`src/rtl/bin_to_rns_9_8_7.sv`:
```
// Serial MSB-first binary to RNS (9,8,7) converter, one bit per clock.
// Optional operand range check: define BIN2RNS_RANGE_CHECK_EN.
module bin_to_rns_9_8_7 (
  input  logic       clk,
  input  logic       rst_n,
  input  logic [8:0] in_data,
  input  logic       in_valid,
  output logic       in_ready,
  output logic [3:0] x1,
  output logic [2:0] x2,
  output logic [2:0] x3,
  output logic       out_valid,
  input  logic       out_ready,
  output logic       err
);

  typedef enum logic [1:0] {
    IDLE,
    SHIFT,
    DONE
  } state_t;

  state_t     state;
  logic [8:0] sr;
  logic [3:0] cnt;
  logic [3:0] r9;
  logic [2:0] r8;
  logic [2:0] r7;

  logic       b;
  logic [4:0] t9;
  logic [4:0] d9;
  logic [3:0] n9;
  logic [3:0] t7;
  logic [3:0] d7;
  logic [2:0] n7;

  // Next residues: double, add the incoming bit, fold back once.
  always_comb begin
    b  = sr[8];
    t9 = {r9, b};
    d9 = t9 - 5'd9;
    n9 = (t9 >= 5'd9) ? d9[3:0] : t9[3:0];
    t7 = {r7, b};
    d7 = t7 - 4'd7;
    n7 = (t7 >= 4'd7) ? d7[2:0] : t7[2:0];
  end

  // Control FSM plus shift register, bit counter and residue registers.
  always_ff @(posedge clk or negedge rst_n) begin
    if (!rst_n) begin
      state <= IDLE;
      sr    <= '0;
      cnt   <= '0;
      r9    <= '0;
      r8    <= '0;
      r7    <= '0;
    end else begin
      unique case (state)
        IDLE: begin
          if (in_valid) begin
            sr    <= in_data;
            cnt   <= '0;
            r9    <= '0;
            r8    <= '0;
            r7    <= '0;
            state <= SHIFT;
          end
        end
        SHIFT: begin
          sr  <= {sr[7:0], 1'b0};
          r9  <= n9;
          r8  <= {r8[1:0], b};
          r7  <= n7;
          cnt <= cnt + 4'd1;
          if (cnt == 4'd8) begin
            state <= DONE;
          end
        end
        DONE: begin
          if (out_ready) begin
            state <= IDLE;
          end
        end
        default: begin
          state <= IDLE;
        end
      endcase
    end
  end

  assign in_ready  = (state == IDLE);
  assign out_valid = (state == DONE);
  assign x1        = r9;
  assign x2        = r8;
  assign x3        = r7;

`ifdef BIN2RNS_RANGE_CHECK_EN
  logic err_q;

  // Flag out-of-range operands at accept; drop the flag on output transfer.
  always_ff @(posedge clk or negedge rst_n) begin
    if (!rst_n) begin
      err_q <= 1'b0;
    end else if (state == IDLE && in_valid) begin
      err_q <= (in_data >= 9'd504);
    end else if (state == DONE && out_ready) begin
      err_q <= 1'b0;
    end
  end

  assign err = err_q;
`else
  assign err = 1'b0;
`endif

endmodule

```
`config.mk`:
```
export PLATFORM = sky130hd
export DESIGN_NAME = bin_to_rns_9_8_7
export DESIGN_NICKNAME = d
export VERILOG_FILES = /design/src/rtl/bin_to_rns_9_8_7.sv
export SDC_FILE = /design/constraint.sdc
export NUM_CORES = 1
export LEC_CHECK = 0
export BUFFER_PORTS_ARGS = -buffer_cell sky130_fd_sc_hd__buf_2
export CAP_MARGIN = 30
export CELL_PAD_IN_SITES_DETAIL_PLACEMENT = 2
export CELL_PAD_IN_SITES_GLOBAL_PLACEMENT = 2
export CORE_MARGIN = 2
export CORE_UTILIZATION = 35
export DETAILED_ROUTE_END_ITERATION = 6
export GPL_TIMING_DRIVEN = 0
export PLACE_DENSITY = 0.84
export SLEW_MARGIN = 15
export SYNTH_ARGS = -nofsm -noshare
export SYNTH_HDL_FRONTEND = slang
export SYNTH_SLANG_ARGS = --single-unit
```
`constraint.sdc`:
```
create_clock -name clk -period 3.5 [get_ports clk]
set_clock_uncertainty 0.15 [all_clocks]
set_input_delay 0.7 -clock clk [delete_from_list [all_inputs] [get_ports clk]]
set_output_delay 0.7 -clock clk [all_outputs]
set_load 0.02 [all_outputs]
```
==> results of run 1 <==
area by class of cell:
cell class | instances | area [um2] | area share (%)
buffer | 9 | 62.56 | 4.132
timing repair buffer | 24 | 120.1 | 7.934
tap | 48 | 60.06 | 3.967
inverter | 7 | 26.28 | 1.736
clock inverter | 1 | 5.005 | 0.3306
multi-input combinational | 93 | 573.1 | 37.85
sequential | 25 | 625.6 | 41.32
clock buffer | 3 | 41.29 | 2.727
stage by stage:
step	utilization (%)	cell area [um2]	hold WS (ps)
2_1_floorplan	-	1287	254.4
3_3_place_gp	40.70	1468	308.9
3_5_place_dp	40.70	1468	324.9
4_1_cts	41.98	1514	287.8
5_1_grt	41.98	1514	297.7
6_report	41.98	1514	258.4
worst max-delay path: stages (launching register included):
cell and delay (ps):
dfrtp_1 400, buf_4 170, nor2b_1 170, buf_2 200
worst paths after layout:
check,cells after the start,startpoint,endpoint,slack [ps]
min in group clk,2,sr[5],sr[5],340
worst max-delay path,3,state[0],out_valid,1440
max in group asynchronous,1,rst_n,cnt[1],2560
worst min-delay path,1,rst_n,state[0],260
worst max register to register,5,x1[0],x1[0],1770
worst min register to register,2,sr[5],sr[5],340
state kept, by name (all words and copies together), names as in the netlist:
register  cells
state         2
x3            3
x1            4
x2            3
sr            9
cnt           4
Yosys cell counts, drive strengths merged:
master / instances / area [um2]
a32o: 1 / 10.01
nor4bb: 1 / 10.01
a31oi: 2 / 12.51
o21ai: 6 / 30.03
a22oi: 8 / 60.06
nand3b: 1 / 7.510
ha: 5 / 62.56
o21bai: 1 / 7.510
nor3: 1 / 5.000
o41a: 1 / 11.26
nand4bb: 1 / 11.26
xnor2: 1 / 8.760
dfrtp: 25 / 625.6
a211o: 1 / 8.760
a2bb2oi: 1 / 8.760
nand2b: 1 / 6.260
a21oi: 4 / 20.02
o22ai: 1 / 6.260
buf: 9 / 62.55
o211ai: 1 / 7.510
conb: 1 / 3.750
nor2: 4 / 15.01
inv: 7 / 26.28
or3b: 2 / 20.02
a22o: 1 / 8.760
mux2i: 2 / 20.02
o31ai: 1 / 7.510
nand4: 1 / 6.260
nand3: 11 / 55.05
o32ai: 1 / 8.760
nand2: 26 / 97.59
nor3b: 1 / 7.510
and2b: 1 / 7.510
nor2b: 2 / 12.51
nand4b: 1 / 8.760
cell families after synthesis:
group,after synthesis,synth area share (%)
compound gates,30,16.13
simple gates,54,20.99
mux,2,1.555
flops,25,48.59
other cells,1,0.2913
buf+inv,16,6.899
fa+ha+maj,5,4.859
xor+xnor,1,0.6804
report_power, final:
part           switching, mW  internal, mW  leakage [nW]
registers              0.119         0.411         0.318
clock network         0.0972        0.0799        0.0255
logic                  0.421         0.277         0.426
total                  0.637         0.767         0.770
metal layers:
| metal | GRT usage [%] | share of wire (%) | vias to the layer above |
|---|---|---|---|
| li1 | - | - | 523 |
| met1 | 24.36 | 44 | 558 |
| met2 | 33.59 | 52 | 19 |
| met3 | 3.299 | 3.3 | 5 |
| met4 | 6.383 | 1.4 | 0 |
| met5 | 0 | 0 | - |
==> reports/qor.yml, run 1 <==
worst_hold_path:
  worstHoldPathType: "input port to asynchronous set/reset pin"
worst_setup_path:
  critPathKind: "flip-flop to output port"
  required_ps: 2650
  crit_fanout: 10
  crit_path_end_kind: "output port"
  startpoint_type: "flip-flop"
  worstPathArrival_ps: 1210
clocking:
  htreeDepth: 1
  post-cts-setup-buffer-count: 0
  clk_path_buf_depth: 2
  cts-root-buf: "clkbuf_8"
  cts-resized-gates: 0
  clk-insertion-delay-late_ps: 280
  path_clk_slew_ps: 90
  cts_tree: "yes"
  clock_sinks: 25
  numCtsBuffers: 3
  hold_buffers: 0
pwr:
  leakagePower_nw: 0.7696
  ir_drop_v: 0.0002361
  power_density_nw_per_um2: 927.8
  total_power_mw: 1.405
sta:
  finalHoldViolations: 0
  rsz0062_at_grt: "false"
  slew_viol_final: 0
  period_share_pct: 58.78
  timing.setup.tns_ps: 0
  timing.slew.headroom_pct: 61.81
  tightest_slew_ps: 572.9
  min_period_ps: 2057
  setup_ws_ps: 1443
  fmax_mhz: 486.1
  setup_viol: 0
route:
  drt_drc_violations_left: 0
  via_per_inst: 5.262
  first_pass_iters: 3
  vias: 1105
  routed_wl_mm: 3.505
  wl_per_cell_um: 16.69
  detail-route-antenna-nets: 0
  drtIter0Drc: 32
cells_and_area:
  final_common_cell: "buf_2"
  final_cell_mix: "29 x buf_2, 26 x nand2_1, 25 x dfrtp_1"
  finalNonFillerCells: 210
  area.growth.synth_to_final_pct: 17.59
  diodes: 0
  layout-drive-gt1-share_pct: 23.46
  fillers: 413
  nets: 181
place:
  dp.cells: 206
  place_ws_ps: 1704
  place_congestion: 0.7416
  io_buffers: 24
  hpwl_mm: 2.607
yosys:
  netlist_instances: 134
  synth.avg_cell_area_um2: 9.608
  synth_area_um2: 1287
  syn_nets: 152
  ys_ff_latch: 25
  ys_types: 39
  ys_seq_area_share_pct: 48.59
  ys_warn_count: 0
global_route:
  antenna_found_initial: 0
  grt_pass1_wl_mm: 6.175
  grt_start_max_net_pins: 26
  grt_usage_pct: 19.33
  grt_pass1_vias: 1263
  grt_remaining_overflow: 0
run_status:
  outcome: "completed"
die:
  core_area_um2: 3606
  initial_utilization_pct: 35.70
  die_w_um: 64.65
  die_area_um2: 4180
  num_rows: 22
  num_io_pins: 26
  dieHeight_um: 64.65
job:
  max-cap-violations: 0
Note: power is estimated with default switching activity, not from simulation.
==> inputs of run 2 (changes only) <==
--- a/config.mk
+++ b/config.mk
@@ -10,10 +10,10 @@
 export CELL_PAD_IN_SITES_DETAIL_PLACEMENT = 2
 export CELL_PAD_IN_SITES_GLOBAL_PLACEMENT = 2
 export CORE_MARGIN = 2
-export CORE_UTILIZATION = 35
+export CORE_UTILIZATION = 33
 export DETAILED_ROUTE_END_ITERATION = 6
 export GPL_TIMING_DRIVEN = 0
-export PLACE_DENSITY = 0.84
+export PLACE_DENSITY = 0.8
 export SLEW_MARGIN = 15
 export SYNTH_ARGS = -nofsm -noshare
 export SYNTH_HDL_FRONTEND = slang
==> constraint.sdc (replaced) <==
create_clock -name clk -period 2.1 [get_ports clk]
set_clock_uncertainty 0.15 [all_clocks]
set_input_delay 0.42 -clock clk [delete_from_list [all_inputs] [get_ports clk]]
set_output_delay 0.42 -clock clk [all_outputs]
set_load 0.02 [all_outputs]
==> reports/qor.yml, run 2 (synthesized netlist as in run 1, its figures left out) <==
global_route:
  met2_usage_pct: 33.38  # -0.22 points
  grtUsageMet1_pct: 23.20  # -1.2 points
  use_met3_pct: 2.027  # -1.3 points
  grt_start_max_net_pins: 26  # unchanged
  top_usage_layer: "met2"
  grt_remaining_overflow: 0  # unchanged
  grt_usage_pct: 18.41  # -0.93 points
  antenna_found_initial: 0  # unchanged
  grt_pass1_vias: 1237  # -2.1%
  grt_pass1_wl_mm: 6.065  # -1.8%
worst_setup_path:
  worstPathArrival_ps: 1160  # -50 ps
  cp_slowest_cell: "dfrtp_1"
  required_ps: 1530  # -1120 ps
  timing.rr.end: "x1[0]"
  critPathKind: "flip-flop to output port"
  path_cells: "buf_4, nor2b_1, buf_2"
  crit_path_end_kind: "output port"
  ff2ff_setup_slack_ps: 400  # -1370 ps
  reg2reg_from: "x1[0]"
  crit_fanout: 10  # unchanged
  r2r_cells: 5  # unchanged
  slowest_delay_ps: 400  # about the same
  startpoint_type: "flip-flop"
route:
  via_per_inst: 5.314  # +1.0%
  wl_per_cell_um: 17.34  # +3.9%
  drtIter0Drc: 38  # +19%
  first_pass_iters: 4  # +1
  drt_drc_violations_left: 0  # unchanged
  routed_wl_mm: 3.642  # +3.9%
  detail-route-antenna-nets: 0  # unchanged
  vias: 1116  # +1.0%
clocking:
  clk_path_buf_depth: 2  # unchanged
  hold_buffers: 0  # unchanged
  cts-resized-gates: 0  # unchanged
  post-cts-setup-buffer-count: 0  # unchanged
  path_clk_slew_ps: 100  # about the same
  cts_tree: "yes"
  numCtsBuffers: 3  # unchanged
  cts-root-buf: "clkbuf_8"
  clk-insertion-delay-late_ps: 270  # about the same
  clock_sinks: 25  # unchanged
  htreeDepth: 1  # unchanged
die:
  num_rows: 22  # unchanged
  die_area_um2: 4417  # +5.7%
  dieHeight_um: 66.46  # +2.8%
  die_w_um: 66.46  # +2.8%
  initial_utilization_pct: 34.65  # -1.1 points
  core_area_um2: 3716  # +3.1%
  num_io_pins: 26  # unchanged
worst_hold_path:
  worstHoldPathType: "input port to asynchronous set/reset pin"
cells_and_area:
  layout-drive-gt1-share_pct: 23.46  # unchanged
  finish.instance_area_um2: 1514  # unchanged
  final_common_cell: "buf_2"
  fillers: 456  # +10%
  nets: 181  # unchanged
  top_register: "sr"
  area.growth.synth_to_final_pct: 17.59  # unchanged
  final_cell_mix: "29 x buf_2, 26 x nand2_1, 25 x dfrtp_1"
  largest_register_ffs: 9  # unchanged
  diodes: 0  # unchanged
pwr:
  leakagePower_nw: 0.7696  # unchanged
  ir_drop_v: 0.0004507  # +91%
  p_switching_mw: 1.081  # +70%
  p_clk_share_pct: 12.9  # +0.3 points
  seq_power_share_pct: 37.9  # about the same
  combPwrFrac_pct: 49.2  # -0.4 points
  power_density_nw_per_um2: 1557  # +68%
  swShare_pct: 45.84  # +0.47 points
  internal_power_mw: 1.277  # +66%
  total_power_mw: 2.357  # +68%
place:
  postPlaceCellArea_um2: 1468  # unchanged
  io_buffers: 24  # unchanged
  hpwl_mm: 2.593  # -0.54%
  place_congestion: 0.7832  # +5.6%
sta:
  period_share_pct: 82.58
  timing.setup.tns_ps: 0  # unchanged
  min_period_ps: 1734
  setup_viol: 0  # unchanged
  finalHoldViolations: 25  # +25
  holdWs_ps: -15.39  # -273.8 ps
  slew_viol_final: 0  # unchanged
  tightest_slew_ps: 589.7  # +16.84 ps
  timing.slew.headroom_pct: 60.69  # -1.1 points
  fmax_mhz: 576.6
  rsz0062_at_grt: "false"
run_status:
  violations: "negative hold slack"
  outcome: "finished with violations"
job:
  max-cap-violations: 0  # unchanged
-- run 2: final cells by class --
cell class | instances | area (um2) | area share [%]
Sequential cell | 25 | 625.6 | 41.32
Timing Repair Buffer | 24 | 120.1 | 7.934
Buffer | 9 | 62.56 | 4.132
Clock buffer | 3 | 41.29 | 2.727
Clock inverter | 1 | 5.005 | 0.3306
Multi-Input combinational cell | 93 | 573.1 | 37.85
Tap cell | 48 | 60.06 | 3.967
Inverter | 7 | 26.28 | 1.736
-- run 2: worst max-delay path by stage --
stage	to	startpoint	depth (start not counted)	slack [ps]
floorplan	x1[0]	x1[0]	5	450
global placement	x1[0]	x1[0]	5	510
detailed placement	x1[0]	x1[0]	5	430
CTS	out_valid	state[0]	3	350
global route	x1[2]	sr[8]	5	290
finish	out_valid	state[0]	3	370
-- run 2: routing by layer --
layer	vias to the layer above	share of wire (%)
met2	21	52
met5	-	0
li1	526	-
met1	565	45
met4	0	0.58
met3	4	2.4
-- run 2: power groups by stage --
stage | clock network, mW | registers (mW) | logic, mW
4_1_cts | 0.307 | 0.892 | 1.19
2_1_floorplan | 0 | 0.933 | 0.736
3_3_place_gp | 0 | 0.868 | 1.10
5_1_grt | 0.331 | 0.927 | 1.29
3_5_place_dp | 0 | 0.896 | 1.17
6_report | 0.304 | 0.893 | 1.16
-- run 2: metrics by stage --
| step | setup WS [ps] | std cells | utilization [%] | hold slack [ps] |
|---|---|---|---|---|
| after floorplan | 452.9 | 134 | - | -25.59 |
| after global placement | 508.2 | 206 | 39.49 | 295.8 |
| after detailed placement | 429.0 | 206 | 39.49 | 305.6 |
| after CTS | 349.2 | 210 | 40.74 | 5.036 |
| after global routing | 294.0 | 210 | 40.74 | 16.69 |
| final | 365.7 | 210 | 40.74 | -15.39 |
-- run 2: critical path, delay by kind of cell, from the launching register on --
| family | cells | cell delay [ps] |
|---|---|---|
| AND/OR/NAND/NOR | 1 | 140 |
| flip-flops | 1 | 400 |
| buffers and inverters | 2 | 350 |
==> inputs of run 3 (changes only) <==
==> constraint.sdc (replaced) <==
create_clock -name clk -period 1.7 [get_ports clk]
set_clock_uncertainty 0.15 [all_clocks]
set_input_delay 0.34 -clock clk [delete_from_list [all_inputs] [get_ports clk]]
set_output_delay 0.34 -clock clk [all_outputs]
set_load 0.02 [all_outputs]
==> reports/qor.yml, run 3 (synthesized netlist as in run 1, its figures left out) <==
route:
  first_pass_iters: 5  # +1
  detail-route-antenna-nets: 0  # unchanged
  wl_per_cell_um: 17.38  # +0.21%
  vias: 1128  # +1.1%
  via_per_inst: 5.346  # +0.60%
  routed_wl_mm: 3.667  # +0.69%
  drtIter0Drc: 36  # -5.3%
  drt_drc_violations_left: 0  # unchanged
place:
  hpwl_mm: 2.593  # unchanged
  place_congestion: 0.7832  # unchanged
  dp.cells: 206  # unchanged
  postPlaceCellArea_um2: 1468  # unchanged
  place_ws_ps: 29.02  # -400.0 ps
  io_buffers: 24  # unchanged
pwr:
  power_density_nw_per_um2: 1912  # +23%
  leakagePower_nw: 0.7716  # +0.26%
  total_power_mw: 2.930  # +24%
  ir_drop_v: 0.0005565  # +23%
die:
  die_area_um2: 4417  # unchanged
  core_area_um2: 3716  # unchanged
  die_w_um: 66.46  # unchanged
  initial_utilization_pct: 34.65  # unchanged
  dieHeight_um: 66.46  # unchanged
  num_rows: 22  # unchanged
  num_io_pins: 26  # unchanged
cells_and_area:
  fillers: 450  # -1.3%
  finalNonFillerCells: 211  # +0.48%
  layout-drive-gt1-share_pct: 25.15  # +1.7 points
  top_register: "sr"
  largest_register_ffs: 9  # unchanged
  regArea_um2: 628.1  # +0.40%
  finish.instance_area_um2: 1533  # +1.2%
  diodes: 0  # unchanged
  final_common_cell: "buf_2"
  area.growth.synth_to_final_pct: 19.05
  nets: 182  # +0.55%
  multiInputGateArea_um2: 576.8  # +0.65%
  final_cell_mix: "28 x buf_2, 26 x nand2_1, 23 x dfrtp_1"
clocking:
  numCtsBuffers: 3  # unchanged
  post-cts-setup-buffer-count: 0  # unchanged
  cts_tree: "yes"
  clock_sinks: 25  # unchanged
  htreeDepth: 1  # unchanged
  cts-root-buf: "clkbuf_8"
  clk-insertion-delay-late_ps: 270  # about the same
  clk_path_buf_depth: 2  # unchanged
  path_clk_slew_ps: 100  # about the same
job:
  max-cap-violations: 0  # unchanged
global_route:
  grt_pass1_vias: 1244  # +0.57%
  met2_usage_pct: 33.63  # +0.25 points
  use_met3_pct: 2.027  # unchanged
  grt_pass1_wl_mm: 6.085  # +0.33%
  antenna_found_initial: 0  # unchanged
  top_usage_layer: "met2"
  grtUsageMet1_pct: 23.20  # unchanged
  grt_remaining_overflow: 0  # unchanged
  grt_start_max_net_pins: 26  # unchanged
  grt_usage_pct: 18.48  # +0.072 points
sta:
  period_share_pct: 96.59
  slew_viol_final: 0  # unchanged
  finalHoldViolations: 0  # -100%
  tightest_slew_ps: 601.4  # +11.72 ps
  rsz0062_at_grt: "true"
  setup_ws_ps: 58.01  # -307.7 ps
  timing.slew.headroom_pct: 59.91  # -0.78 points
  fmax_mhz: 609.0
  setup_viol: 0  # unchanged
  holdWs_ps: 115.6  # +131.0 ps
  min_period_ps: 1642
run_status:
  outcome: "completed"
worst_setup_path:
  crit_path_end_kind: "output port"
  worstPathArrival_ps: 1150  # about the same
  required_ps: 1210  # -320 ps
  startpoint_type: "flip-flop"
  critPathKind: "flip-flop to output port"
  crit_fanout: 10  # unchanged
worst_hold_path:
  worstHoldPathType: "input port to flip-flop"
-- run 3: power breakdown --
part	total [mW]	internal [mW]	switching (mW)
clock network	0.374	0.164	0.210
logic	1.45	0.573	0.872
registers	1.11	0.850	0.261
-- run 3: worst paths after layout --
check	slack, ps	depth (start not counted)	start	endpoint
worst min-delay path	120	3	in_data[0]	sr[0]
max in group asynchronous	520	2	rst_n	sr[8]
worst max-delay path	60	3	state[0]	out_valid
min in group asynchronous	450	2	rst_n	cnt[1]
worst max register to register	60	5	x1[0]	x1[0]
worst min register to register	340	2	sr[5]	sr[5]
-- run 3: routing by layer --
layer | share of wire, % | vias to the layer above
li1 | - | 527
met1 | 44 | 578
met2 | 53 | 21
met3 | 2.8 | 2
met4 | 0.33 | 0
met5 | 0 | -
-- run 3: cell type report --
class                      instances  area share, %
buffer                             9          4.082
clock buffer                       3          2.694
clock inverter                     1         0.3265
inverter                           7          1.714
multi-input combinational         93          37.63
sequential                        25          40.98
tap                               48          3.918
timing repair buffer              25          8.653
-- run 3: worst max-delay path, cell delays in order (launching register included) --
cell and delay [ps]:
dfrtp_1 400, buf_4 170, nor2b_1 150, buf_4 160
-- run 3: stage by stage --
step	utilization [%]	setup TNS, ps
5_1_grt	41.25	-1.629
4_1_cts	41.04	0
2_1_floorplan	-	0
3_3_place_gp	39.49	0
6_report	41.25	0
3_5_place_dp	39.49	0
-- run 3: what timing repair did --
action | 4_1_cts | 5_1_grt
setup endpoints to repair | 1 | 4
hold endpoints to repair | 25 | 0
hold buffers | 1 | 0
gates resized for setup | 1 | 3
